## src/rtl/apb2wb_pkg.sv

```systemverilog
// apb2wb_pkg: shared FSM state codes, legal write-strobe table and the
// strobe legality helper used by the APB-to-Wishbone PSRAM bridge.
package apb2wb_pkg;

    // FSM state encodings
    localparam logic [1:0] IDLE = 2'd0;
    localparam logic [1:0] REQ  = 2'd1;
    localparam logic [1:0] RESP = 2'd2;

    // Byte-strobe patterns the PSRAM controller can size (byte, halfword, word)
    localparam int         NUM_LEGAL_STRB = 7;
    localparam logic [3:0] LEGAL_STRB [NUM_LEGAL_STRB] = '{
        4'b0001, 4'b0010, 4'b0100, 4'b1000,
        4'b0011, 4'b1100, 4'b1111
    };

    // Returns 1 when the strobe pattern is one of the sizeable codes
    function automatic logic strb_legal(input logic [3:0] strb);
        logic legal;
        legal = 1'b0;
        for (int i = 0; i < NUM_LEGAL_STRB; i++) begin
            if (strb == LEGAL_STRB[i]) begin
                legal = 1'b1;
            end
        end
        return legal;
    endfunction

endpackage

```

## src/rtl/apb2wb_psram_bridge.sv

```systemverilog
// apb2wb_psram_bridge: APB3/APB4 slave to Wishbone classic master bridge in
// front of the PSRAM controller. Each APB transfer becomes one Wishbone
// cycle; PREADY is held low until the controller acks. Write strobes the
// controller cannot size are rejected with PSLVERR and never reach Wishbone.
// Optional macro APB2WB_TIMEOUT_EN adds an ack timeout (TIMEOUT_CYCLES).
module apb2wb_psram_bridge
    import apb2wb_pkg::*;
#(
    parameter int TIMEOUT_CYCLES = 1024,
    parameter int ADDR_W         = 32
) (
    input  logic              clk_i,
    input  logic              rst_n_i,
    input  logic [ADDR_W-1:0] paddr,
    input  logic              psel,
    input  logic              penable,
    input  logic              pwrite,
    input  logic [31:0]       pwdata,
    input  logic [3:0]        pstrb,
    output logic [31:0]       prdata,
    output logic              pready,
    output logic              pslverr,
    output logic [ADDR_W-1:0] wb_adr_o,
    output logic [31:0]       wb_dat_o,
    input  logic [31:0]       wb_dat_i,
    output logic [3:0]        wb_sel_o,
    output logic              wb_we_o,
    output logic              wb_cyc_o,
    output logic              wb_stb_o,
    input  logic              wb_ack_i
);

    logic [1:0] state;
    // Rejected writes hold their error flag here for one cycle so that pready
    // lands two cycles after setup, same as the fastest Wishbone transfer
    logic       err_pend;

`ifdef APB2WB_TIMEOUT_EN
    localparam int CNT_W = (TIMEOUT_CYCLES > 1) ? $clog2(TIMEOUT_CYCLES) : 1;
    logic [CNT_W-1:0] tmo_cnt;
`endif

    // Bridge FSM with registered APB and Wishbone outputs
    always_ff @(posedge clk_i) begin
        if (!rst_n_i) begin
            state    <= IDLE;
            err_pend <= 1'b0;
            pready   <= 1'b0;
            pslverr  <= 1'b0;
            prdata   <= '0;
            wb_cyc_o <= 1'b0;
            wb_stb_o <= 1'b0;
            wb_we_o  <= 1'b0;
            wb_sel_o <= '0;
            wb_adr_o <= '0;
            wb_dat_o <= '0;
`ifdef APB2WB_TIMEOUT_EN
            tmo_cnt  <= '0;
`endif
        end else begin
            case (state)
                IDLE: begin
                    if (psel && !penable) begin
                        wb_adr_o <= paddr;
                        wb_dat_o <= pwdata;
                        wb_we_o  <= pwrite;
                        wb_sel_o <= pwrite ? pstrb : 4'b1111;
                        if (!pwrite || strb_legal(pstrb)) begin
                            wb_cyc_o <= 1'b1;
                            wb_stb_o <= 1'b1;
                            state    <= REQ;
`ifdef APB2WB_TIMEOUT_EN
                            tmo_cnt  <= '0;
`endif
                        end else begin
                            err_pend <= (pstrb != 4'b0000);
                            state    <= RESP;
                        end
                    end
                end

                REQ: begin
                    if (wb_ack_i) begin
                        wb_cyc_o <= 1'b0;
                        wb_stb_o <= 1'b0;
                        prdata   <= wb_we_o ? 32'h0 : wb_dat_i;
                        pslverr  <= 1'b0;
                        pready   <= 1'b1;
                        state    <= RESP;
                    end
`ifdef APB2WB_TIMEOUT_EN
                    else if (tmo_cnt == CNT_W'(TIMEOUT_CYCLES - 1)) begin
                        wb_cyc_o <= 1'b0;
                        wb_stb_o <= 1'b0;
                        prdata   <= '0;
                        pslverr  <= 1'b1;
                        pready   <= 1'b1;
                        state    <= RESP;
                    end else begin
                        tmo_cnt  <= tmo_cnt + 1'b1;
                    end
`endif
                end

                RESP: begin
                    if (pready) begin
                        pready   <= 1'b0;
                        pslverr  <= 1'b0;
                        prdata   <= '0;
                        err_pend <= 1'b0;
                        state    <= IDLE;
                    end else begin
                        pready   <= 1'b1;
                        pslverr  <= err_pend;
                    end
                end

                default: begin
                    state <= IDLE;
                end
            endcase
        end
    end

endmodule
```

## config.mk

```make
export PLATFORM = sky130hd
export DESIGN_NAME = apb2wb_psram_bridge
export DESIGN_NICKNAME = d
export VERILOG_FILES = /design/src/rtl/apb2wb_pkg.sv /design/src/rtl/apb2wb_psram_bridge.sv
export SDC_FILE = /design/constraint.sdc
export NUM_CORES = 1
export LEC_CHECK = 0
export BUFFER_PORTS_ARGS = -buffer_cell sky130_fd_sc_hd__buf_2
export CORE_MARGIN = 8
export CORE_UTILIZATION = 41
export CTS_CLUSTER_DIAMETER = 60
export DETAILED_ROUTE_END_ITERATION = 7
export GPL_ROUTABILITY_DRIVEN = 0
export GPL_TIMING_DRIVEN = 0
export PLACE_DENSITY_LB_ADDON = 0.1
export SLEW_MARGIN = 20
export SYNTH_ARGS = -nofsm -noshare
export SYNTH_HDL_FRONTEND = slang
export SYNTH_SLANG_ARGS = --single-unit
```

## constraint.sdc

```tcl
create_clock -name clk_i -period 1.7 [get_ports clk_i]
set_clock_uncertainty 0.2 [all_clocks]
set_input_delay 0.255 -clock clk_i [delete_from_list [all_inputs] [get_ports clk_i]]
set_output_delay 0.255 -clock clk_i [all_outputs]
set_load 0.005 [all_outputs]
```

==> results, run 1 <==
- The flow ran to the end, but the final reports show violations.
- The checks that failed: setup timing.
- The critical path starts at state[0]$_SDFFE_PN0P_.
- The dominant register cell in the synthesized netlist is dfxtp_1.
- The worst supply voltage drop on vdd is 484 µV.
- The area enclosed by the die boundary is 13700 µm².
- TritonCTS built the clock tree.
- After detailed routing, the number of remaining DRC violations is 0.
- Wires add up to 14900 µm.
- The count of antenna-violating nets left after detailed routing is 0.
- The worst reg-to-reg setup slack is -0.08 ns.
- The count of final hold-check violations is 0.
- The average via count per standard cell is 4.76.
- Fill cells in the final layout number 777.
- The cell count after synthesis is 484.
- Before CTS, the worst setup slack after placement is -0.350 ns.
- Of the available clock period, the critical path in the final layout requires 105%.
- The number of antenna violations at the first check in global routing is 0.
- Along the worst hold path, the cell count comes to 3.
- The share of the core filled with cells is 71.8%.
- The startpoint of the most critical hold path is pstrb[2].
- In the final design database the tool counted 934 nets.
- Across all setup checks in the final design, the least slack found is -0.0785 ns.
- The worst setup path is captured at a flip-flop.
- The tool flagged a number of max-cap violations equal to 0.
- In this run, synthesis inferred 0 flip-flops with an integrated enable.
- Clock-pin slew was measured on the worst setup and hold paths at 0.10 ns.
- The repair_antennas step left the layout with diodes totalling 0.
- After detailed routing, the average wire length per cell comes to 15.3 µm.
- Compared with the post-synthesis result, the final layout area differs by 73.9%.
- The final number of setup-violating endpoints is 82.
- The floorplan step defined a core boundary enclosing 10100 µm².
- The critical path start-end classification is flip-flop to flip-flop.
- The number of iterations in the first detailed-routing pass is 4.
- For this block, the via count after detailed routing is 4616.
- Based on the critical path, the design can be clocked at up to 562 MHz.
- The number of pins with negative max-slew slack in the final report was 0.
- The library cell with the largest summed area after synthesis is dfxtp_1.
- The headroom to the max-slew limit is 60.8%.
- The finished layout holds 969 standard cells, fillers aside.
- In this run the vertical extent of the chip is 117 µm.
- The overall global routing resource usage is 20.1%.
- The count of buffers from port buffering is 209.
- The fraction of layout cells with a size suffix above 1 is 38.9%.
- Entering global routing, the biggest net connects 17 pins.
- The worst-path maximum fanout is 7.
- The leakage power is 3.34 nW.
- The measured slew at the worst slew-check pin is 0.582 ns.
- The number of synthesized register bits is 107.
- The most common cell after layout, fill and taps aside is buf_2.
- The number of global-route vias before repair is 4681.
- Global routing finished with a remaining overflow of 0.
- After synthesis, the share of flip-flops with an asynchronous set or reset is 0%.
- The number of H-tree branching levels is 3.
- Setup repair after global routing could not meet its margin everywhere.
- The number of buffers added by the clock tree synthesis step is 9.
- The top cell types in the final layout, fill and taps aside, are 214 x buf_2, 148 x nand2_1, 105 x dfxtp_1.
- After synthesis, the largest area contributor takes up 51.2% of total cell area.
- For the finished layout, the period the worst path requires is 1.78 ns.
- The worst hold-check path type is primary input to flip-flop.
- The worst register-to-register path ends at wb_dat_o[30]$_SDFFE_PN0P_.
- The total I/O pin count is 211.
- The total nets after synthesis is 590.
- Summed over all nets, the half-perimeter wirelength after detailed placement is 9430 µm.
- In this run the deepest clock path goes through 2 buffers.
- CTS saw 107 sinks.
- The wire length of the first global-routing pass is 21700 µm.
- The depth of the most critical reg-to-reg path is 7.
- After synthesis, the cell types taking the most area are dfxtp_1 51%, nand2_1 15%, a21boi_1 13%, a21boi_0 4.7%, nand3_1 4.1%.
- Power spread over the standard cell area amounts to 759 nW/µm².
- The starting density of the core is 41.3%.
- The total number of placement rows is 37.
- At the worst endpoint, the required time is 1.80 ns.
- The post-synthesis instance area is 4180 µm².
- The tree is rooted in a clkbuf_8.
- The mean post-synth cell area is 8.64 µm².
- The clock insertion delay at the later pin of the skew report is 0.37 ns.
- The fraction of the yosys area taken by sequential cells is 51.2%.
- The synthesized netlist contains 31 unique library cells.
- The worst flop-to-flop path startpoint is state[0]$_SDFFE_PN0P_.
- The worst setup path is launched from a flip-flop.
- The detailed router finished its first iteration with 205 violations.
- Data arrives at the worst endpoint at 1.87 ns.
- Setup total negative slack on the finished layout was measured at -2.42 ns.
- The path with the worst hold slack has its endpoint at err_pend$_SDFFE_PN0P_.
- The Yosys step of the flow raised 0 warnings.
- The horizontal die dimension is 117 µm.
- The total instance count after detailed placement is 829.
cell type report:
cell class,instances,area (µm²),share of cell area (%)
Buffer,36,329,4.52
Clock buffer,12,155,2.13
Clock inverter,4,72.6,0.998
Inverter,1,3.75,0.0516
Multi-Input combinational cell,339,2040,28.0
Sequential cell,107,2150,29.5
Tap cell,136,170,2.34
Timing Repair Buffer,334,2360,32.4
sequential cells by signal, summed over array words and instances, names as in the netlist:
register,flops
err_pend,1
prdata,32
pready,1
pslverr,1
state,2
wb_adr_o,32
wb_dat_o,32
wb_sel_o,4
wb_stb_o,1
wb_we_o,1
Yosys cell counts (2+ instances only):
master    instances
nand3b_1          5
nor2_1            5
nand2b_1          3
nand3_1          34
nor3_1            3
buf_6             8
o211a_1           4
o211ai_1          3
buf_4             6
and2_1            2
dfxtp_1         107
clkbuf_1         16
a21oi_1           2
nand2_1         167
a21boi_1         72
a21boi_0         26
buf_2             7
through the flow:
step | power (mW) | instance area (µm²) | hold slack [ns]
finish | 5.52 | 7270 | 0.0714
global route | 5.78 | 7270 | 0.0820
CTS | 5.44 | 6870 | 0.0393
detailed placement | 3.44 | 5400 | 0.239
global placement | 3.42 | 5400 | 0.235
floorplan | 3.09 | 4180 | 0.190
power by group:
| group | switching (mW) | internal [mW] | leakage (nW) |
|---|---|---|---|
| clock network | 0.842 | 0.909 | 0.113 |
| registers | 0.0724 | 2.62 | 0.872 |
| logic | 0.463 | 0.612 | 2.36 |
| total | 1.38 | 4.14 | 3.34 |
worst max-delay path, cell delays in order, from the launching register on:
cell and delay, ns:
dfxtp_4 0.36, or3b_4 0.37, buf_6 0.13, nor2_4 0.12
buf_8 0.16, buf_4 0.15, nand2_1 0.07, a21boi_1 0.13
per-layer routing:
| metal | wire (µm) | up-vias | global-route usage (%) |
|---|---|---|---|
| met2 | 7490 | 141 | 35.8 |
| met1 | 6030 | 2157 | 22.4 |
| met4 | 282 | 0 | 8.02 |
| met3 | 1070 | 23 | 5.13 |
| met5 | 0 | - | 0 |
| li1 | - | 2295 | - |
cells by family after synthesis:
| logic type | Yosys count | share of synthesized area (%) |
|---|---|---|
| and+or+nand+nor | 223 | 22.2 |
| AOI/OAI and AO/OA | 116 | 21.0 |
| DFF | 107 | 51.2 |
| buffers and inverters | 38 | 5.59 |
how the worst max path moves through the flow:
stage / to / slack, ns / cells after the start
floorplan: wb_adr_o[3]$_SDFFE_PN0P_ / 0.01 / 6
global placement: wb_stb_o$_SDFFE_PN0P_ / -0.35 / 5
detailed placement: wb_stb_o$_SDFFE_PN0P_ / -0.35 / 5
CTS: wb_dat_o[25]$_SDFFE_PN0P_ / -0.05 / 6
global route: prdata[14]$_SDFFE_PN0P_ / -0.15 / 7
finish: wb_dat_o[30]$_SDFFE_PN0P_ / -0.08 / 7
what timing repair did:
action                                  in CTS  in global routing
endpoints found under the setup margin      97                102
hold buffers                                98                  0
setup buffers                                5                 10
resized for setup                           59                 79
pin swaps                                    4                 45
cloned                                       5                  8
endpoints found under the hold margin       98                  0
Power figures use the tool's default switching activity.
==> run 2, diff against run 1 <==
Settings changed: ABC_AREA from default to 1, CORE_UTILIZATION 41 to 45.
Clock period 1.7 ns to 2 ns, I/O delays scaled along.
==> results, run 2 <==
- The flow ran to the end, and the final reports show no timing, DRC or antenna violations.
- In the final layout, the registers with the most flip-flops are prdata: 32 flops, wb_adr_o: 32 flops, wb_dat_o: 32 flops.
- The final period utilization is 81.8% (-23 points).
- By area the synthesized netlist is led by dfxtp_1 54%, nor2_1 13%, o21ai_0 8.6%, nand2_1 5.1%, a21oi_1 4.7%.
- Among all flip-flop cells after synthesis, the most frequent one is dfxtp_1.
- The post-synthesis instance area came to 3960 µm² (-5.5%).
- The largest net degree at the start of global routing is 17 (unchanged).
- The number of synthesized flops with an enable pin is 0 (unchanged).
- The kind of end point of the critical path is a flip-flop.
- The worst-case clock buffer depth is 2 (unchanged).
- The mean post-synth cell area is 7.89 µm² (-8.7%).
- The fraction of the yosys area taken by sequential cells is 54.2% (+3.0 points).
- The accumulated negative setup slack is 0 ns (+2.42 ns).
- The average wire length per cell after detail routing is 14.6 µm (-4.7%).
- The worst supply voltage drop on vdd is 464 µV (-4.3%).
- The number of global-route vias before repair came to 4465 (-4.6%).
- The final net count is 911 (-2.5%).
- The count of synthesis-stage warnings from yosys was 0 (unchanged).
- The maximum operating frequency is 612 MHz (+8.8%).
- The clock period minus worst slack came to 1.64 ns (-0.143 ns).
- The total I/O pin count came to 211 (unchanged).
- The share of the synthesized area in the top cell type is 54.2% (+3.0 points).
- Setup repair after global routing left no endpoint under its margin.
- The count of final hold-check violations was 0 (unchanged).
- The via total after detailed routing is 4391 (-4.9%).
- The worst flop-to-flop path startpoint is state[1]$_SDFFE_PN0P_.
- The number of pins with negative max-slew slack in the final report is 0 (unchanged).
- The total number of placement rows is 34 (-8.1%).
- The depth of the most critical reg-to-reg path is 7 (unchanged).
- The violation count after the first detailed-route iteration is 223 (+8.8%).
- The cell count after synthesis is 501 (+3.5%).
- The clock tree from TritonCTS is done.
- In the post-synthesis netlist, the cell with the most instances is nor2_1.
- The clock insertion delay at the later pin of the skew report came to 0.35 ns (-0.02 ns).
- In the synthesized netlist, the cells that appear most often are 135 x nor2_1, 107 x dfxtp_1, 68 x o21ai_0, 54 x nand2_1, 37 x a21oi_1.
- The wire length of the first global-routing pass is 20900 µm (-3.4%).
- The capture point of the worst path is prdata[4]$_SDFFE_PN0P_.
- The vertical die dimension is 110 µm (-6.2%).
- The power per cell area is 725 nW/µm² (-4.4%).
- The number of iterations in the first detailed-routing pass is 4 (unchanged).
- The most common cell after layout, fill and taps aside is buf_2.
- The placed wire-length estimate was 9460 µm (+0.35%).
- The total nets after synthesis came to 607 (+2.9%).
- The total instance count after detailed placement came to 818 (-1.3%).
- The critical path start-end classification is flip-flop to flip-flop.
- Leaving out fill and tap cells, the most frequent cells in the layout are 224 x buf_2, 135 x nor2_1, 107 x dfxtp_1.
- The worst setup path is launched from a flip-flop.
- The headroom to the max-slew limit is 65.1% (+4.2 points).
- The antenna cell count is 0 (unchanged).
- The starting density of the core was 45.8% (+4.5 points).
- The leakage power is 3.07 nW (-8.2%).
- The tree is rooted in a clkbuf_8.
- The worst-path maximum fanout is 10 (+3).
- The async set-or-reset flop fraction in the synthesized netlist is 0% (unchanged).
- The number of buffers added by the clock tree synthesis step was 9 (unchanged).
- The number of distinct library cell variants in the gate-level netlist after synthesis was 25 (-19%).
- The measured slew at the worst slew-check pin is 0.524 ns (-0.0574 ns).
- The non-filler instance count after layout came to 917 (-5.4%).
- The end of the worst register-to-register path is prdata[4]$_SDFFE_PN0P_.
- The global route total overflow is 0 (unchanged).
- The setup fix buffers added after clock tree synthesis is 0 (-5).
- The post-synthesis to final-layout area growth is 56.0%.
- The data arrival at the endpoint of the critical path came to 1.65 ns (-0.22 ns).
- The overall global routing resource usage was 21.7% (+1.6 points).
- The count of antenna-violating nets left after detailed routing came to 0 (unchanged).
- The min-delay analysis places its worst path in the category primary input to flip-flop.
- The post-route DRC violation count is 0 (unchanged).
- Tracing the worst setup path back leads to its startpoint at state[1]$_SDFFE_PN0P_.
- The horizontal die dimension came to 110 µm (-6.2%).
- The fraction of layout cells with a size suffix above 1 is 32.4% (-6.5 points).
- The number of H-tree branching levels is 3 (unchanged).
- The average via count per standard cell is 4.79 (+0.52%).
- The library cell with the largest summed area after synthesis is dfxtp_1.
- The number of max-capacitance violations reported was 0 (unchanged).
- The number of antenna violations at the first check in global routing came to 0 (unchanged).
- The number of synthesized register bits was 107 (unchanged).
- The core region area came to 8640 µm² (-15%).
- The count of buffers from port buffering is 209 (unchanged).
- The critical path required time is 2.01 ns (+0.21 ns).
- The area enclosed by the die boundary is 12000 µm² (-12%).
- The clock edge transition at the registers on the reported setup and hold paths came to 0.09 ns (about the same).
- The worst reg-to-reg setup slack is 0.36 ns (+0.44 ns).
- The final worst hold slack came to 0.0145 ns (-0.0569 ns).
- The final number of setup-violating endpoints came to 0 (-100%).
- The clock net sink count was 107 (unchanged).
- The post-detailed-routing wire length was 13400 µm (-9.9%).
[run 2: cell count changes in the layout (fill, tap and decap cells not counted), sizes merged, moves of 4 or more]
cell	delta
nor2	+132
o21ai	+66
o211a	-4
inv	+13
buf	-24
a21oi	+36
nand3b	-5
a21boi	-99
dlygate4sd3	-14
nand2	-109
a31oi	+4
[run 2: cell type report]
class / count / area, µm²
Buffer: 36 / 203
Clock buffer: 11 / 141
Clock inverter: 4 / 51.3
Fill cell: 707 / 2470
Inverter: 15 / 56.3
Multi-Input combinational cell: 343 / 1550
Sequential cell: 107 / 2140
Tap cell: 108 / 135
Timing Repair Buffer: 293 / 1890
[run 2: logic make-up after synthesis]
logic type	Yosys count	synth area share (%)
AND/OR/NAND/NOR	232	25.0
AO/OA/AOI/OAI	111	14.3
flip-flops	107	54.2
buffers and inverters	51	6.55
[run 2: per-layer routing]
layer | share of wire (%) | global-route usage [%] | vias to the layer above
li1 | - | - | 2222
met1 | 40 | 24.4 | 1988
met2 | 49 | 37.8 | 157
met3 | 8.6 | 6.51 | 24
met4 | 2.4 | 8.00 | 0
met5 | 0 | 0 | -
[run 2: how the worst min path moves through the flow]
stage,start,end,slack (ns),cells past startpoint
after floorplan,pwrite,wb_sel_o[0]$_SDFFE_PN0P_,0.20,1
after global placement,prdata[19]$_SDFFE_PN0P_,prdata[19]$_SDFFE_PN0P_,0.25,2
after detailed placement,prdata[2]$_SDFFE_PN0P_,prdata[2]$_SDFFE_PN0P_,0.25,2
after CTS,paddr[26],wb_adr_o[26]$_SDFFE_PN0P_,0.00001,3
after global routing,wb_dat_i[31],prdata[31]$_SDFFE_PN0P_,0.00009,3
final,wb_dat_i[16],prdata[16]$_SDFFE_PN0P_,0.01,3
[run 2: report_power, final]
part	switching, mW	internal, mW	leakage, nW	total [mW]
registers	0.0737	2.28	0.877	2.35
clock network	0.691	0.608	0.0954	1.30
logic	0.411	0.412	2.10	0.823
[run 2: repair_timing]
| action | CTS | global route |
|---|---|---|
| hold buffers | 84 | 0 |
| endpoints found under the hold margin | 86 | 0 |
| gates resized for setup | 0 | 0 |
[run 2: critical path: stages (launching register included)]
cell	delay, ns
dfxtp_1	0.47
nand2_4	0.11
or2_4	0.26
nand2_4	0.12
inv_2	0.07
buf_6	0.15
nand3_1	0.07
a21oi_1	0.06
[run 2: stage by stage]
step	power (mW)	util (%)	instance area, µm²	setup WS, ns
final	4.47	71.4	6170	0.365
after global routing	4.72	71.4	6170	0.233
after CTS	4.51	71.4	6170	0.346
after detailed placement	3.09	59.5	5140	0.129
after global placement	3.07	59.5	5140	0.164
after floorplan	2.74	-	3960	0.485
==> run 3, diff against run 2 <==
Settings changed: CORE_UTILIZATION 45 to 40.
Clock period 2 ns to 1.4 ns, I/O delays scaled along.
==> results, run 3 (same netlist as run 2, synthesis figures left out) <==
- The worst hold path belongs to the class primary input to flip-flop.
- The total number of placement rows is 36 (+5.9%).
- The clock insertion delay at the later pin of the skew report is 0.36 ns (about the same).
- The maximum operating frequency is 639 MHz (+4.4%).
- The data arrival at the endpoint of the critical path came to 1.60 ns (-0.05 ns).
- The share of the core filled with cells came to 73.0% (+1.5 points).
- In this run the critical register-to-register path is captured at prdata[22]$_SDFFE_PN0P_.
- The number of pins with negative max-slew slack in the final report is 0 (unchanged).
- The placed wire-length estimate was 9570 µm (+1.1%).
- The clock net sink count came to 107 (unchanged).
- The met2 capacity usage during global routing was 38.8% (+0.95 points).
- The final net count is 939 (+3.1%).
- The flow ran to the end, but the final reports show violations.
- The instance area after placement is 5210 µm² (+1.4%).
- The kind of end point of the critical path is a flip-flop.
- The number of iterations in the first detailed-routing pass came to 4 (unchanged).
- The total I/O pin count came to 211 (unchanged).
- The horizontal die dimension is 115 µm (+5.2%).
- The largest net degree at the start of global routing is 17 (unchanged).
- The critical path required time is 1.43 ns (-0.58 ns).
- In this run the most critical hold path is launched from wb_ack_i.
- The wire length of the first global-routing pass is 23600 µm (+13%).
- The least setup slack across all paths after layout is -0.166 ns (-0.531 ns).
- The leakage power is 3.29 nW (+7.4%).
- The count of antenna-violating nets left after detailed routing is 0 (unchanged).
- The number of antenna violations at the first check in global routing came to 1 (+1).
- The vertical die dimension came to 115 µm (+5.2%).
- The core region area came to 9680 µm² (+12%).
- The final number of setup-violating endpoints came to 80 (+80).
- The count of final hold-check violations is 0 (unchanged).
- The final period utilization came to 112% (+30 points).
- The post-route standard cell area excluding fillers is 7070 µm² (+15%).
- Setup repair after global routing could not meet its margin everywhere.
- The path with the worst hold slack has its endpoint at state[0]$_SDFFE_PN0P_.
- The count of filler cells inserted in the layout is 751 (+6.2%).
- In this run the critical register-to-register path is launched from state[0]$_SDFFE_PN0P_.
- The layer with the highest usage is met2.
- In the final layout, the registers with the most flip-flops are prdata: 32 flops, wb_adr_o: 32 flops, wb_dat_o: 32 flops.
- The cell sitting at the root of the clock tree is a clkbuf_8.
- The worst reg-to-reg setup slack is -0.17 ns (-0.53 ns).
- The post-route DRC violation count is 0 (unchanged).
- The worst-case clock buffer depth is 2 (unchanged).
- The number of instances on the worst hold path is 5 (+2).
- The number of global-route vias before repair came to 4805 (+7.6%).
- The worst setup path is of the flip-flop to flip-flop kind.
- The headroom to the max-slew limit is 63.3% (-1.8 points).
- The library cell used most frequently in the layout, excluding fill and tap cells, is buf_2.
- The measured slew at the worst slew-check pin is 0.551 ns (+0.0265 ns).
- The met3 track demand over resource in global routing was 5.52% (-0.98 points).
- The clock tree from TritonCTS is done.
- In the layout the commonest cells are 207 x buf_2, 104 x dfxtp_1, 101 x dlygate4sd3_1.
- The met1 track demand over resource in global routing is 24.4% (about the same).
- The average via count per standard cell came to 4.74 (-0.92%).
- The starting density of the core is 40.8% (-5.0 points).
- The average wire length per cell after detail routing came to 15.6 µm (+6.4%).
- The fraction of layout cells with a size suffix above 1 was 42.5% (+10 points).
- The post-synthesis to final-layout area growth is 78.7%.
- The power per cell area is 984 nW/µm² (+36%).
- The worst-path maximum fanout is 6 (-4).
- The count of buffers from port buffering is 209 (unchanged).
- The worst supply voltage drop on vdd came to 584 µV (+26%).
- The number of H-tree branching levels is 3 (unchanged).
- The post-detailed-routing wire length is 15100 µm (+13%).
- The overall global routing resource usage is 22.0% (+0.31 points).
- The area enclosed by the die boundary was 13300 µm² (+11%).
- The global route total overflow is 0 (unchanged).
- The number of buffers added by the clock tree synthesis step came to 9 (unchanged).
- The number of max-capacitance violations reported came to 0 (unchanged).
- The clock period minus worst slack is 1.57 ns (-0.0692 ns).
- The clock edge transition at the registers on the reported setup and hold paths is 0.10 ns (about the same).
- The via total after detailed routing is 4607 (+4.9%).
- The violation count after the first detailed-route iteration is 257 (+15%).
- The checks that failed: setup timing.
- The startpoint type of the worst setup path is a flip-flop.
- The depth of the most critical reg-to-reg path was 8 (+1).
-- run 3: changes by cell type in the layout (fill, tap and decap cells not counted), moves of 13 or more --
cell           previous run  this run
nor2_1                  135        92
nor2_2                    1        26
nand3_1                  28         7
nand3_2                   6        27
nor2_4                    1        19
buf_2                   224       207
dlygate4sd3_1            84       101
buf_4                     1        14
-- run 3: cell type report --
cell class | instances | area [µm²] | area share [%]
antenna | 1 | 2.50 | 0.0354
buffer | 36 | 339 | 4.80
clock buffer | 11 | 141 | 2.00
clock inverter | 4 | 75.1 | 1.06
inverter | 15 | 70.1 | 0.992
multi-input combinational | 343 | 1910 | 27.1
sequential | 107 | 2150 | 30.4
tap | 133 | 166 | 2.35
timing repair buffer | 321 | 2210 | 31.3
-- run 3: per-stage QoR --
step	TNS (ns)	total power, mW	hold slack (ns)	std cells	setup slack [ns]
after floorplan	-1.56	3.92	0.111	501	-0.0568
after global placement	-27.54	4.41	0.232	843	-0.392
after detailed placement	-29.63	4.43	0.236	843	-0.443
after CTS	-7.02	6.90	0.123	968	-0.152
after global routing	-13.70	7.26	0.0363	971	-0.210
final	-7.58	6.95	0.0239	971	-0.166
-- run 3: worst max-delay path: stages, from the launching register on --
cell and delay [ns]:
dfxtp_4 0.38, inv_4 0.08, nand2_4 0.06, or2_4 0.29
nand2_8 0.11, inv_8 0.06, buf_6 0.13, nand3_1 0.06
a21oi_1 0.06
-- run 3: metal layers --
layer	vias to the layer above	routed length [µm]
li1	2285	-
met1	2141	6020
met2	155	7740
met3	26	1050
met4	0	302
met5	-	0
-- run 3: timing repair --
action,in CTS,in global routing
resized for setup,115,47
endpoints found under the hold margin,104,0
gates cloned,4,1
hold buffers,102,0
endpoints found under the setup margin,105,107
pin swaps,14,8
buffers inserted,4,4
-- run 3: worst max-delay path by stage --
stage / cells after the start / slack, ns / end / start
2_1_floorplan: 8 / -0.06 / prdata[1]$_SDFFE_PN0P_ / state[0]$_SDFFE_PN0P_
3_3_place_gp: 4 / -0.39 / state[1]$_SDFFE_PN0P_ / rst_n_i
3_5_place_dp: 4 / -0.44 / prdata[16]$_SDFFE_PN0P_ / rst_n_i
4_1_cts: 8 / -0.15 / prdata[2]$_SDFFE_PN0P_ / state[0]$_SDFFE_PN0P_
5_1_grt: 8 / -0.21 / prdata[22]$_SDFFE_PN0P_ / state[0]$_SDFFE_PN0P_
6_report: 8 / -0.17 / prdata[22]$_SDFFE_PN0P_ / state[0]$_SDFFE_PN0P_
-- run 3: report_power, final --
group / total [mW] / leakage (nW) / switching, mW / internal [mW]
Combinational: 1.50 / 2.31 / 0.733 / 0.771
Clock: 2.08 / 0.102 / 1.04 / 1.05
Sequential: 3.37 / 0.879 / 0.111 / 3.25
